## src/rtl/writeback_queue.sv

```systemverilog
// In-order write-back queue feeding the register file's single write port,
// with youngest-match forwarding of pending writes to two read-port lookups.
module writeback_queue #(
    parameter int DEPTH = 4
) (
    input  logic                      clk,
    input  logic                      rst,
    input  logic                      in_valid,
    output logic                      in_ready,
    input  logic [3:0]                in_reg,
    input  logic [15:0]               in_data,
    input  logic                      wb_stall,
    output logic                      WriteReg,
    output logic [3:0]                DstReg,
    output logic [15:0]               DstData,
    input  logic [3:0]                SrcReg1,
    input  logic [3:0]                SrcReg2,
    output logic                      fwd_hit1,
    output logic                      fwd_hit2,
    output logic [15:0]               fwd_data1,
    output logic [15:0]               fwd_data2,
    output logic [$clog2(DEPTH):0]    count
);
    localparam int AW = $clog2(DEPTH);
    localparam int CW = AW + 1;

    typedef struct packed {
        logic [3:0]  rg;
        logic [15:0] data;
    } entry_t;

    entry_t          mem_q [DEPTH];
    entry_t          mem_d [DEPTH];
    logic [AW-1:0]   rd_ptr_q, rd_ptr_d;
    logic [AW-1:0]   wr_ptr_q, wr_ptr_d;
    logic [CW-1:0]   count_q, count_d;
    logic            empty, full, push, pop;
    logic [AW-1:0]   idx;

    always_comb begin
        empty    = (count_q == '0);
        full     = (count_q == CW'(DEPTH));
        // A full queue still accepts when the head retires in the same cycle.
        in_ready = !full || !wb_stall;
        push     = in_valid && in_ready;
        pop      = !empty && !wb_stall;

        WriteReg = pop;
        DstReg   = empty ? 4'd0  : mem_q[rd_ptr_q].rg;
        DstData  = empty ? 16'd0 : mem_q[rd_ptr_q].data;
        count    = count_q;

        rd_ptr_d = pop  ? rd_ptr_q + AW'(1) : rd_ptr_q;
        wr_ptr_d = push ? wr_ptr_q + AW'(1) : wr_ptr_q;
        case ({push, pop})
            2'b10:   count_d = count_q + CW'(1);
            2'b01:   count_d = count_q - CW'(1);
            default: count_d = count_q;
        endcase

        mem_d = mem_q;
        if (push) begin
            mem_d[wr_ptr_q].rg   = in_reg;
            mem_d[wr_ptr_q].data = in_data;
        end
    end

    // Walk from head to tail so the last (youngest) match wins.
    always_comb begin
        fwd_hit1  = 1'b0;
        fwd_hit2  = 1'b0;
        fwd_data1 = 16'd0;
        fwd_data2 = 16'd0;
        idx       = '0;
        for (int i = 0; i < DEPTH; i++) begin
            idx = rd_ptr_q + AW'(i);
            if (CW'(i) < count_q) begin
                if (mem_q[idx].rg == SrcReg1) begin
                    fwd_hit1  = 1'b1;
                    fwd_data1 = mem_q[idx].data;
                end
                if (mem_q[idx].rg == SrcReg2) begin
                    fwd_hit2  = 1'b1;
                    fwd_data2 = mem_q[idx].data;
                end
            end
        end
    end

    always_ff @(posedge clk or negedge rst) begin
        if (!rst) begin
            rd_ptr_q <= '0;
            wr_ptr_q <= '0;
            count_q  <= '0;
        end else begin
            rd_ptr_q <= rd_ptr_d;
            wr_ptr_q <= wr_ptr_d;
            count_q  <= count_d;
        end
    end

    // Entry payloads need no reset; occupancy alone decides validity.
    always_ff @(posedge clk) begin
        mem_q <= mem_d;
    end
endmodule

```

## config.mk

```make
export PLATFORM = sky130hd
export DESIGN_NAME = writeback_queue
export DESIGN_NICKNAME = d
export VERILOG_FILES = /design/src/rtl/writeback_queue.sv
export SDC_FILE = /design/constraint.sdc
export NUM_CORES = 1
export LEC_CHECK = 0
export ABC_CLOCK_PERIOD_IN_PS = 2900
export BUFFER_PORTS_ARGS = -buffer_cell sky130_fd_sc_hd__buf_2
export CORE_ASPECT_RATIO = 1.25
export CORE_MARGIN = 10
export CORE_UTILIZATION = 34
export CTS_CLUSTER_SIZE = 40
export DETAILED_ROUTE_END_ITERATION = 8
export SETUP_SLACK_MARGIN = 0.5
export SYNTH_ARGS = -nofsm -noshare
export SYNTH_HDL_FRONTEND = slang
export SYNTH_SLANG_ARGS = --single-unit
```

## constraint.sdc

```tcl
create_clock -name clk -period 2.9 [get_ports clk]
set_clock_uncertainty 0.2 [all_clocks]
set_input_delay 0.29 -clock clk [delete_from_list [all_inputs] [get_ports clk]]
set_output_delay 0.29 -clock clk [all_outputs]
set_load 0.005 [all_outputs]
```

# Word level (Yosys, flattened, before mapping)
# Index checks and enable logic that the tools add are counted.
[totals]
in_bits = 32
ff_bits = 87
output_inout_bits = 59
[op_classes]
n_eq_ne = 11
addsub = 6
mux = 53
magnitude_cmp = 10
n_bitwise = 5
n_reduce_logical = 9
[ops]
columns = ["cell", "n"]
rows = [
  ["2-to-1 mux 16 bit", 18],
  ["2-to-1 mux 20 bit", 9],
  ["binary-select mux 20 bit (select 2 bit)", 4],
  ["bitwise mux 80 bit", 2],
  ["demux 20 bit (select 2 bit)", 2],
  ["equality test 4 bit", 8],
  ["2-to-1 mux 1 bit", 16],
  [">= comparator 3 bit (second input constant)", 5],
  ["NOT 2 -> 3 bit", 5],
  ["< comparator 1 x 3 -> 1 bit (first input constant)", 2],
  ["< comparator 2 x 3 -> 1 bit (first input constant)", 2],
  ["one-hot mux 3 bit (2 select lines)", 1],
  ["adder 2 x 1 -> 2 bit (second input constant)", 2],
  ["adder 2 bit (second input constant)", 2],
  ["2-to-1 mux 4 bit", 1],
  ["adder 3 x 1 -> 3 bit (second input constant)", 1],
  ["equality test 3 bit (second input constant)", 1],
  ["logical AND 1 bit", 3],
  ["zero test 1 bit", 3],
  ["zero test 3 bit", 1],
  ["< comparator 3 x 1 -> 1 bit (second input constant)", 1],
  ["subtractor 3 x 1 -> 3 bit (second input constant)", 1],
  ["equality test 2 x 1 -> 1 bit (second input constant)", 1],
  ["equality test 2 bit (second input constant)", 1],
  ["other kinds (2)", 2],
]

# Logic depth before layout (Yosys ltp)
[logic_depth]
depth_word = 13
depth_mapped = 10

# Worst setup path after synthesis
# No wires, ideal clock.
[synth_path]
kind = "flip-flop to output port"
startpoint = "reg rd_ptr_q[1]"
endpoint = "out fwd_data1[8]"
t_arrival_ns = 2.256
setup_slack_ns = 0.154
path_stages_with_launch = 10
path_cell_list = "dfrtp_1 > buf_6 > clkbuf_1 > mux4_2 > xnor2_1 > nand3_1 > nor3_4 > buf_6 > nand3_1 > a221oi_2"
[synth_via]
elab_chain_len = 13
[synth_lines]
columns = ["item", "line_no", "text"]
rows = [
  ["start, declared", "34", "logic [AW-1:0] rd_ptr_q, rd_ptr_d;"],
  ["start signal, assigned", "96", "rd_ptr_q <= rd_ptr_d;"],
  ["parallel branches: the longest is 12 deep, another holds adder 2 x 1 -> 2 bit", "-", ""],
  ["2-to-1 mux 16 bit (*)", "77", "if (CW'(i) < count_q) begin"],
  ["end, declared", "20", "output logic [15:0] fwd_data1,"],
]
# Every way passes the cells marked *. The select of a mux whose other input is x is not followed.

# Worst setup path in the final report
[layout_path]
startpoint = "reg rd_ptr_q[0]"
endpoint = "out fwd_data1[10]"
# The elaborated chain is that of the path after synthesis.

==> run_results.csv <==
group,metric,value,unit
setup_path,critPathMaxFanout,5,
floorplan,core,18800,µm²
detailed_routing,vias,5945,
clocking,cts_made_buffers,9,
sta,tns,-17.21,ns
run_status,status,"complete, but fails checks",
cells_and_area,layout.nets,846,
detailed_routing,drc_errors,0,
pwr,ir_drop,0.497,mV
logic_synthesis,ys.flop_type,"edfxtp_1",
sta,timing_hold_violations_final,0,
detailed_routing,wl_per_cell,22.1,µm
sta,timing.final.ws_setup,-0.613,ns
logic_synthesis,syn_area,6570,µm²
detailed_routing,routed_via_density,5.70,
setup_path,worstPathRequired,2.41,ns
cells_and_area,multi_input_area,4380,µm²
logic_synthesis,async_flop_share,8.05,%
hold_path,hold_path_class,"in -> reg",
run_status,violations,"negative setup slack",
placed_design,numPlacedInstances,969,
setup_path,arrival,3.02,ns
sta,timing.final.crit_share,121,%
floorplan,ios,91,
detailed_routing,drtPass1Iterations,5,
floorplan,rows,56,
placed_design,dp_hpwl,14.8,mm
sta,slew_headroom,59.0,%
logic_synthesis,yosysUniqueCellTypes,41,
pwr,power_density,1250,nW/µm²
cells_and_area,register_area,2580,µm²
setup_path,crit_type,"reg -> out",
cells_and_area,area_growth,44.8,%
sta,worst_pin_slew,0.615,ns
placed_design,portBuffers,90,
clocking,cts_tree,"done",
grt,grt_pass1_wl,33.3,mm
sta,slew_viol_final,0,
logic_synthesis,syn_inst,627,
sta,fin_crit,3.51,ns
grt,grt_use_total,16.9,%
detailed_routing,finalWirelength,23.0,mm
floorplan,die_y,175,µm
cells_and_area,layout-drive-gt1-share,49.4,%
logic_synthesis,synth_edf_count,80,
grt,antenna_found_initial,1,
cells_and_area,final_cells,1043,
pwr,power.total,11.9,mW
pwr,cellLeakagePower,3.77,nW
grt,grt-ovfl-total,0,
detailed_routing,ant_nets,0,
grt,grt_pass1_vias,6000,
floorplan,die_area,25300,µm²
clocking,cts.sinks,87,
logic_synthesis,synth_fp_nets,668,
setup_path,crit_path_start_kind,"register",
logic_synthesis,ys_seq_area_share,39.3,%
clocking,ctsHtreeMaxLevel,3,
detailed_routing,drt_iter0_drc,480,
clocking,clk_latency,0.34,ns
floorplan,die-width,144,µm
grt,grt_max_degree,63,
clocking,clk_pin_slew,0.06,ns
sta,grt_setup_unrepaired,"true",
cells_and_area,nFillCells,1609,
run,max-cap-violations,0,
sta,timing.fmax,285,MHz
logic_synthesis,ys_ff_latch,87,
logic_synthesis,ys_warn_count,0,
setup_path,endpoint_kind,"output pin",
logic_synthesis,syn_area_per_cell,10.5,µm²
sta,setup_viol,36,
floorplan,start_util,34.8,%
clocking,cts_buffer_depth,2,
placed_design,gp_routability_congestion,0.857,
clocking,clock-root-buffer,"clkbuf_16",
## final timing paths
check                                         from                 endpoint  slack, ns  cells past startpoint
setup / recovery           rd_ptr_q[0]$_DFFE_PN0P_            fwd_data1[10]      -0.61                     12
hold reg to reg            wr_ptr_q[0]$_DFFE_PN0P_  wr_ptr_q[0]$_DFFE_PN0P_       0.34                      1
max in group asynchronous                      rst  rd_ptr_q[0]$_DFFE_PN0P_       2.19                      2
min in group asynchronous                      rst  wr_ptr_q[0]$_DFFE_PN0P_       0.11                      2
setup reg to reg              count[0]$_DFFE_PN0P_     count[2]$_DFFE_PN0P_       0.64                      9
hold / removal                          in_data[1]      mem_q[21]$_DFFE_PP_       0.05                      2
## flip-flops by register name, summed over array words and instances (netlist names)
name      cells
mem_q        80
count         3
rd_ptr_q      2
wr_ptr_q      2
## timing repair
| action | in CTS | in global routing |
|---|---|---|
| endpoints found under the hold margin | 23 | 0 |
| resized for setup | 109 | 61 |
| gates cloned | 3 | 4 |
| hold buffers | 5 | 0 |
| endpoints found under the setup margin | 50 | 54 |
| buffers inserted | 22 | 23 |
| pin swaps | 18 | 10 |
## final cells by class
cell class	count	share of cell area (%)
multi-input cells	481	46.1
flip-flops and latches	87	27.2
diodes	1	0.0263
repair buffers	221	20.2
inverters	5	0.197
well taps	232	3.05
clock inverters	6	0.895
clock buffers	10	2.41
## power by group
group / switching, mW / leakage [nW] / total [mW] / internal, mW
Combinational: 4.59 / 2.80 / 8.70 / 4.12
Clock: 0.464 / 0.150 / 1.21 / 0.751
Sequential: 0.196 / 0.821 / 1.98 / 1.79
## routing by layer
metal  GRT usage [%]  wire (µm)  share of wire, %
met5               0          0                 0
met4            6.50        773               3.4
met3            2.70       1320               5.8
met2            30.5      12100                53
met1            19.2       8790                38
## worst max-delay path, cell delays in order, from the launching register on
cell and delay, ns:
dfrtp_4 0.52, buf_6 0.15, buf_6 0.12, mux4_2 0.48
xnor2_2 0.20, nand3_2 0.15, o21ai_4 0.23, buf_12 0.14
buf_4 0.12, buf_8 0.11, a311oi_1 0.04, a221oi_1 0.24
buf_2 0.17
## cell usage after synthesis (23+ instances only)
cell type / number / area share, %
edfxtp_1: 80 / 37
and2_1: 64 / 6.1
nand2_1: 55 / 3.1
o21ai_0: 47 / 3.6
mux2i_1: 34 / 5.2
clkbuf_1: 33 / 1.9
mux2_2: 32 / 5.5
xnor2_1: 32 / 4.3
nor3_1: 31 / 2.4
a311oi_1: 30 / 4.0
a221oi_1: 24 / 3.2
nor2_1: 23 / 1.3
## cell usage in the layout (no fill, tap or decap), drive strengths merged, types with 5 or more instances in the layout
| cell type | n |
|---|---|
| and2 | 64 |
| nor3 | 35 |
| nand3 | 9 |
| xnor2 | 32 |
| buf | 214 |
| clkbuf | 12 |
| edfxtp | 80 |
| mux4 | 18 |
| ha | 9 |
| o21ai | 49 |
| nand2 | 55 |
| dlygate4sd3 | 5 |
| dfrtp | 7 |
| a221oi | 32 |
| nor2b | 21 |
| mux2i | 34 |
| a311oi | 30 |
| nor2 | 23 |
| a21oi | 18 |
| mux2 | 32 |
## cells by family after synthesis
logic type,count (synthesis),synth area share [%]
AND/OR/NAND/NOR,221,18.0
AO/OA/AOI/OAI,131,14.5
flip-flops,87,39.3
multiplexers,84,17.1
buffers and inverters,59,4.63
XOR/XNOR,36,4.80
adder cells (fa/ha/maj),9,1.72
## stage by stage
step | setup slack (ns) | hold slack, ns | area (µm²) | utilization (%)
after floorplan | 0.203 | -0.206 | 6650 | -
after global placement | -0.207 | -0.0568 | 7800 | 41.4
after detailed placement | -0.245 | -0.0565 | 7800 | 41.4
after CTS | -0.474 | 0.0491 | 8940 | 47.5
after global routing | -0.656 | 0.0628 | 9510 | 50.4
final | -0.613 | 0.0489 | 9510 | 50.4
Note: power is estimated with default switching activity, not from simulation.
